### src/rtl/peak_finder.sv
// peak_finder: threshold-triggered pulse peak extractor with dead time and pile-up counting
module peak_finder #(
  parameter int DATA_WIDTH = 16,
  parameter int TS_WIDTH   = 32,
  parameter int DT_WIDTH   = 8,
  parameter int MAX_LEN    = 256,
  parameter int PU_WIDTH   = 8
) (
  input  logic                         clk,
  input  logic                         reset,
  input  logic signed [DATA_WIDTH-1:0] input_data,
  input  logic signed [DATA_WIDTH-1:0] threshold,
  input  logic        [DT_WIDTH-1:0]   dead_time,
  output logic                         peak_valid,
  output logic signed [DATA_WIDTH-1:0] peak_amplitude,
  output logic        [TS_WIDTH-1:0]   peak_time,
  output logic                         peak_timeout,
  output logic                         busy,
  output logic        [PU_WIDTH-1:0]   pileup_count
);
  localparam int LW = $clog2(MAX_LEN);
  localparam logic [LW-1:0] LEN_LAST = LW'(MAX_LEN - 1);
  typedef enum logic [1:0] {IDLE, ARMED, DEAD} state_t;
  state_t state_q, state_d;
  logic [TS_WIDTH-1:0] ts_q, s_ts_q, max_ts_q, max_ts_d, time_q, time_d;
  logic signed [DATA_WIDTH-1:0] s_q, max_q, max_d, thr_q, thr_d, amp_q, amp_d;
  logic [LW-1:0] len_q, len_d;
  logic [DT_WIDTH-1:0] dcnt_q, dcnt_d;
  logic [PU_WIDTH-1:0] pu_q, pu_d;
  logic emit_q, to_q, valid_q, valid_d, tmo_flag_q, tmo_flag_d;
  logic arm, above, grow, tmo, emit;
  assign arm   = state_q == IDLE && s_q > threshold;
  assign above = s_q > thr_q;
  assign grow  = state_q == ARMED && above && s_q > max_q;
  assign tmo   = state_q == ARMED && above && len_q == LEN_LAST;
  assign emit  = (state_q == ARMED && !above) || tmo;
  always_ff @(posedge clk or posedge reset)
    if (reset) state_q <= IDLE;
    else       state_q <= state_d;
  always_comb begin
    state_d = state_q;
    case (state_q)
      IDLE:    state_d = arm ? ARMED : IDLE;
      ARMED:   state_d = emit ? DEAD : ARMED;
      DEAD:    state_d = dcnt_q == '0 ? IDLE : DEAD;
      default: state_d = IDLE;
    endcase
  end
  // the timeout-cycle sample still competes for the maximum before the emit
  always_comb begin
    max_d      = (arm || grow) ? s_q : max_q;
    max_ts_d   = (arm || grow) ? s_ts_q : max_ts_q;
    len_d      = arm ? LW'(1) : (state_q == ARMED && !emit) ? len_q + LW'(1) : len_q;
    thr_d      = arm ? threshold : thr_q;
    dcnt_d     = emit ? dead_time : (state_q == DEAD && dcnt_q != '0) ? dcnt_q - DT_WIDTH'(1) : dcnt_q;
    pu_d       = (state_q == DEAD && above && pu_q != '1) ? pu_q + PU_WIDTH'(1) : pu_q;
    valid_d    = emit_q;
    amp_d      = emit_q ? max_q : amp_q;
    time_d     = emit_q ? max_ts_q : time_q;
    tmo_flag_d = emit_q ? to_q : tmo_flag_q;
  end
  always_ff @(posedge clk or posedge reset)
    if (reset) begin
      ts_q       <= '0;
      s_q        <= '0;
      s_ts_q     <= '0;
      max_q      <= '0;
      max_ts_q   <= '0;
      len_q      <= '0;
      thr_q      <= '0;
      dcnt_q     <= '0;
      pu_q       <= '0;
      emit_q     <= 1'b0;
      to_q       <= 1'b0;
      valid_q    <= 1'b0;
      amp_q      <= '0;
      time_q     <= '0;
      tmo_flag_q <= 1'b0;
    end else begin
      ts_q       <= ts_q + TS_WIDTH'(1);
      s_q        <= input_data;
      s_ts_q     <= ts_q;
      max_q      <= max_d;
      max_ts_q   <= max_ts_d;
      len_q      <= len_d;
      thr_q      <= thr_d;
      dcnt_q     <= dcnt_d;
      pu_q       <= pu_d;
      emit_q     <= emit;
      to_q       <= tmo;
      valid_q    <= valid_d;
      amp_q      <= amp_d;
      time_q     <= time_d;
      tmo_flag_q <= tmo_flag_d;
    end
  always_comb begin
    peak_valid     = valid_q;
    peak_amplitude = amp_q;
    peak_time      = time_q;
    peak_timeout   = tmo_flag_q;
    busy           = state_q != IDLE;
    pileup_count   = pu_q;
  end
endmodule

### config.mk
export PLATFORM = sky130hd
export DESIGN_NAME = peak_finder
export DESIGN_NICKNAME = d
export VERILOG_FILES = /design/src/rtl/peak_finder.sv
export SDC_FILE = /design/constraint.sdc
export NUM_CORES = 1
export LEC_CHECK = 0
export CORE_MARGIN = 5
export CORE_UTILIZATION = 55
export DETAILED_ROUTE_END_ITERATION = 8
export GPL_TIMING_DRIVEN = 0
export PLACE_DENSITY = 0.78
export SYNTH_ARGS = -nofsm -noshare
export SYNTH_HDL_FRONTEND = slang
export SYNTH_SLANG_ARGS = --single-unit
### constraint.sdc
create_clock -name clk -period 20.3 [get_ports clk]
set_input_delay 4.06 -clock clk [delete_from_list [all_inputs] [get_ports clk]]
set_output_delay 4.06 -clock clk [all_outputs]
set_load 0.1 [all_outputs]
==> results.md, run 1 <==
* Global-route wire length before repair at 31950 microns
* Fill cells at 1198
* DRC viols at 0
* Drt first pass iters at 4
* Clock skew at 8.336 ps
* Initial drt markers at 295
* Synth-to-Final Area Change at 22.23%
* Largest area contributor in the netlist: dfrtp_1
* Post-cts sizing count at 0
* Count of standard-cell rows at 47
* Data required, critical path at 20690 ps
* Most numerous cell in the Yosys netlist: dfrtp_1
* N_diodes at 0
* Total CTS buffers at 23
* H-tree Lvls at 1
* Period utilisation layout at 33.04%
* Final-report setup violation count at 0
* Top post-synthesis cells by area: dfrtp_1 (59%), mux2_2 (9.4%), ha_1 (7.0%)
* HP Class: flip-flop to flip-flop
* TritonCTS clock tree: yes
* Worst VDD drop at 140.5 uV
* Starting Density at 56.38%
* Least-Margin Pin Slew at 1039 ps
* Clock tree root driver cell: clkbuf_16
* Synth top area share at 59.00%
* Grt ovf at 0
* FMAX at 149.1 MHz
* Syn Area/Cell at 12.83 sq um
* Sequential area share after synthesis at 59.00%
* IO Port Bufs at 100
* Num Clock Sinks at 222
* Top fanout value on the critical path at 10
* Syn_nets at 829
* Minimum clock period at 6707 ps
* Clock tree buffer depth at 3
* Hold buffer count at CTS at 0
* NumNets Final at 955
* Post-synthesis cell count at 734
* Die ar. at 19840 sq um
* Max-slew violations at 0
* Placed cells at 1055
* Vias in the first global route at 6374
* Clock transition at path regs at 60 ps
* Largest net degree at the start of global routing at 137
* WP data arrival at 7100 ps
* GRT Overall Usage at 19.83%
* Fin cells at 1095
* Ports at 101
* Die Ht at 140.8 microns
* Syn. warnings at 0
* Die X at 140.8 microns
* # Post-CTS Setup Buffers at 0
* Max-cap violation count at 0
* Layout cell share with drive strength beyond 1 at 17.26%
* Antenna Nets Post-Route at 0
* FFs w/ async S/R, synth at 100.0%
* Netlist cell types at 51
* Worst rel slew slack at 30.13%
* Clock Latency Late Sink at 510 ps
* Status: completed
* DP HPWL at 13370 microns
* Final core occ at 68.92%
* Cell leakage power at 5.533 nW
* DRT Wirelength at 19390 microns
* DR vias/cell at 5.403
* Cell Pwr Density at 146.7 nW/um^2
* Final Hold Fails at 0
* Crit path kind: primary input to flip-flop
* FF+latch count, synth at 222
* EDFF count, synth at 0
* DR WL/cell at 17.71 microns
* RSZ-0062 raised after global routing: false
* Final setup TNS at 0 ps
* Mapped Area at 9417 sq um
* Placer congestion estimate at 0.8557
* Commonest cells in the synthesized netlist: dfrtp_1 (222), mux2_2 (79), inv_1 (56)
* Most used DFF post-synth: dfrtp_1
* Floorplan core area at 16700 sq um
* Initial antenna violation count at 0
* Critical Path Start Type: primary input
* DR vias at 5916
* CP Capture Type: flip-flop
power breakdown:
part | switching [mW] | leakage, nW | internal, mW | total [mW]
clock network | 0.167 | 0.383 | 0.263 | 0.430
logic | 0.433 | 2.27 | 0.247 | 0.680
registers | 0.0560 | 2.88 | 0.523 | 0.579
metal layers:
layer | global-route usage, % | vias to the layer above | part of all wire, %
met1 | 26.40 | 2936 | 44
met5 | 0 | - | 0
met4 | 5.507 | 0 | 2.5
met3 | 3.522 | 34 | 5.3
met2 | 33.74 | 150 | 48
li1 | - | 2796 | -
stage by stage:
| stage | hold WS, ps | total power [mW] | worst slack (ps) | area (sq um) |
|---|---|---|---|---|
| 6_report | 424.9 | 1.688 | 13590 | 11510 |
| 2_1_floorplan | 372.9 | 1.096 | 10160 | 9417 |
| 4_1_cts | 419.9 | 1.703 | 13650 | 11510 |
| 5_1_grt | 431.9 | 1.773 | 13460 | 11510 |
| 3_5_place_dp | 394.3 | 1.263 | 13120 | 10730 |
| 3_3_place_gp | 390.6 | 1.239 | 8003 | 10690 |
flip-flops by register name, indices dropped and copies added (netlist names), 16 cells and up:
signal / flops
s_ts_q: 32
ts_q: 32
thr_q: 16
s_q: 16
peak_time: 32
max_ts_q: 32
max_q: 16
peak_amplitude: 16
cell usage in the layout, fill, tap and decap left out, types with 5 or more instances in the layout:
cell and instances:
clkbuf_1 11, nand3_1 21, xor2_1 16, clkdlybuf4s50_1 100, mux2_2 79, nand4_1 18, and3_1 14, o21ai_0 23
xnor2_1 29, nand2_1 55, mux2_4 20, ha_1 53, inv_1 55, dfrtp_1 222, a21oi_1 17, nor2_1 27
o21ai_1 5, a21o_1 5, o211ai_1 6, clkbuf_16 23
layout make-up:
| cell class | instances | area, sq um | area share [%] |
|---|---|---|---|
| clock buffers | 33 | 653.1 | 5.675 |
| inverters | 56 | 217.7 | 1.892 |
| clock inverters | 7 | 128.9 | 1.120 |
| multi-input cells | 440 | 3563 | 30.96 |
| plain buffers | 16 | 87.58 | 0.7610 |
| repair buffers | 101 | 1028 | 8.936 |
| flip-flops and latches | 222 | 5555 | 48.27 |
| well taps | 220 | 275.3 | 2.392 |
final timing paths:
kind | from | endpoint | slack, ps | cells past startpoint
setup / recovery | threshold[11] | max_ts_q[2] | 13590 | 11
hold / removal | ts_q[9] | s_ts_q[9] | 420 | 0
setup reg to reg | s_q[13] | max_ts_q[2] | 17060 | 9
hold reg to reg | ts_q[9] | s_ts_q[9] | 420 | 0
max in group asynchronous | reset | max_ts_q[23] | 15270 | 3
min in group asynchronous | reset | peak_time[5] | 4020 | 2
critical path, stage by stage:
cell and delay (ps):
clkdlybuf4s50_1 550, inv_1 70, ha_1 310, a21o_1 160, a2111oi_0 400, o21ai_0 210, o21ai_2 480, o21ai_2 190
buf_6 200, buf_6 170, mux2_4 310
logic make-up after synthesis:
family | count (synthesis) | synth area share [%]
adder cells (fa/ha/maj) | 53 | 7.042
AO/OA/AOI/OAI | 80 | 5.434
buffers and inverters | 72 | 3.162
flip-flops | 222 | 59.00
XOR/XNOR | 45 | 4.185
AND/OR/NAND/NOR | 162 | 8.438
multiplexers | 100 | 12.74
Note: power is estimated with default switching activity, not from simulation.
==> inputs of run 2 (changes only) <==
==> constraint.sdc (replaced) <==
create_clock -name clk -period 6.9 [get_ports clk]
set_input_delay 1.38 -clock clk [delete_from_list [all_inputs] [get_ports clk]]
set_output_delay 1.38 -clock clk [all_outputs]
set_load 0.1 [all_outputs]
==> results.md, run 2 (synthesis gave the netlist of run 1 again) <==
* H-tree Lvls at 1 (unchanged)
* # Post-CTS Setup Buffers at 0 (unchanged)
* HP Class: flip-flop to flip-flop
* Least-Margin Pin Slew at 1062 ps (+23.63 ps)
* Global-route wire length before repair at 32900 microns (+3.0%)
* WP data arrival at 4440 ps (-2660 ps)
* Total CTS buffers at 23 (unchanged)
* Die Ht at 140.8 microns (unchanged)
* NumNets Final at 959 (+0.42%)
* Die ar. at 19840 sq um (unchanged)
* Hold buffer count at CTS at 0 (unchanged)
* Worst rel slew slack at 28.97% (-1.2 points)
* Initial antenna violation count at 0 (unchanged)
* Data required, critical path at 7290 ps (-13400 ps)
* Period utilisation layout at 58.60%
* Num Clock Sinks at 222 (unchanged)
* Seq pwr share at 34.6% (+0.3 points)
* Die X at 140.8 microns (unchanged)
* DP Worst Slack at 2392 ps (-10730 ps)
* TritonCTS clock tree: yes
* Net Sw Power at 1.936 mW (+200%)
* DRC viols at 0 (unchanged)
* Layout cell share with drive strength beyond 1 at 17.73% (+0.47 points)
* FMAX at 247.3 MHz
* Drt first pass iters at 4 (unchanged)
* Top fanout value on the critical path at 10 (unchanged)
* Clock share of power at 24.7% (-0.8 points)
* Cell Pwr Density at 425.6 nW/um^2 (+190%)
* Status: completed
* Clock skew at 13.30 ps (+4.960 ps)
* Grt ovf at 0 (unchanged)
* RSZ-0062 raised after global routing: false
* Final core occ at 69.13% (+0.21 points)
* Post-cts sizing count at 0 (unchanged)
* Max-slew violations at 0 (unchanged)
* Most frequent cells in the layout: dfrtp_1 (222), clkdlybuf4s50_1 (100), mux2_2 (79), nand2_1 (55), inv_1 (55)
* Max-cap violation count at 0 (unchanged)
* Clock tree buffer depth at 3 (unchanged)
* N_diodes at 0 (unchanged)
* GRT Overall Usage at 20.29% (+0.46 points)
* Placer congestion estimate at 0.8386 (-2.0%)
* Logic pwr share at 40.7% (+0.4 points)
* DRT Wirelength at 19510 microns (+0.62%)
* Cell leakage power at 5.545 nW (+0.21%)
* Antenna Nets Post-Route at 0 (unchanged)
* DR vias at 5959 (+0.73%)
* Ports at 101 (unchanged)
* Fin Hold WS at 407.6 ps (-17.26 ps)
* Pwr Total at 4.914 mW (+190%)
* Starting Density at 56.38% (unchanged)
* Vias in the first global route at 6487 (+1.8%)
* Sw Share at 39.40% (+0.55 points)
* Initial drt markers at 400 (+36%)
* DP HPWL at 14070 microns (+5.2%)
* Synth-to-Final Area Change at 22.60%
* Clock transition at path regs at 60 ps (about the same)
* Clock tree root driver cell: clkbuf_16
* Clock Latency Late Sink at 510 ps (about the same)
* Final Hold Fails at 0 (unchanged)
* Largest net degree at the start of global routing at 47 (-66%)
* Worst VDD drop at 468.5 uV (+230%)
* DR vias/cell at 5.417 (+0.27%)
* Final-report setup violation count at 0 (unchanged)
* DR WL/cell at 17.74 microns (+0.16%)
* Count of standard-cell rows at 47 (unchanged)
* Internal cell power at 2.977 mW (+190%)
* Final setup TNS at 0 ps (unchanged)
* IO Port Bufs at 100 (unchanged)
* Minimum clock period at 4043 ps
* Crit path kind: primary input to flip-flop
* Floorplan core area at 16700 sq um (unchanged)
* Final WS setup at 2857 ps (-10740 ps)
* Commonest non-fill, non-tap cell in the layout: dfrtp_1
* CP Capture Type: flip-flop
* Critical Path Start Type: primary input
run 2: changes by cell type in the layout (fill, tap and decap cells not counted):
cell	before	now
buf_12	0	5
bufinv_16	3	1
inv_6	0	1
inv_8	1	0
clkinvlp_4	0	2
clkinv_2	2	3
buf_16	1	0
clkinv_4	1	0
clkbuf_8	4	5
run 2: routing by layer:
| metal | track usage [%] | wire length, microns | share of wire [%] | up-vias |
|---|---|---|---|---|
| li1 | - | - | - | 2805 |
| met1 | 27.14 | 8600 | 44 | 2975 |
| met2 | 33.90 | 9386 | 48 | 144 |
| met3 | 4.538 | 1088 | 5.6 | 35 |
| met4 | 5.252 | 437 | 2.2 | 0 |
| met5 | 0 | 0 | 0 | - |
run 2: stage by stage:
stage | instance area [sq um] | std cells
6_report | 11540 | 1100
5_1_grt | 11540 | 1100
4_1_cts | 11540 | 1100
3_5_place_dp | 10800 | 1059
3_3_place_gp | 10700 | 1054
2_1_floorplan | 9420 | 734
run 2: path summary, 6_finish.rpt:
| kind | startpoint | end | slack [ps] | cells after the start |
|---|---|---|---|---|
| worst max-delay path | threshold[11] | max_ts_q[1] | 2860 | 11 |
| worst min-delay path | ts_q[31] | s_ts_q[31] | 410 | 0 |
| worst max register to register | s_q[13] | max_ts_q[1] | 3820 | 10 |
| worst min register to register | ts_q[31] | s_ts_q[31] | 410 | 0 |
| max in group asynchronous | reset | peak_time[30] | 4710 | 4 |
| min in group asynchronous | reset | max_ts_q[1] | 1310 | 2 |
run 2: final cells by class:
type / count / area, sq um
Clock inverter: 7 / 81.33
Tap cell: 220 / 275.3
Buffer: 16 / 87.58
Timing Repair Buffer: 105 / 1101
Inverter: 56 / 214.0
Clock buffer: 34 / 666.9
Multi-Input combinational cell: 440 / 3563
Fill cell: 1166 / 5156
Sequential cell: 222 / 5555
run 2: power groups by stage:
stage	registers, mW	clock network (mW)	logic [mW]
finish	1.70	1.21	2.00
CTS	1.70	1.24	2.02
global placement	1.70	0	1.94
floorplan	2.25	0	0.974
detailed placement	1.72	0	2.00
global route	1.73	1.30	2.15
run 2: worst max-delay path, stage by stage:
cell and delay (ps):
clkdlybuf4s50_1 550, inv_1 60, ha_1 320, a21o_1 170
a2111oi_0 410, o21ai_0 220, o21ai_2 470, o21ai_2 180
buf_6 200, buf_6 170, mux2_4 310
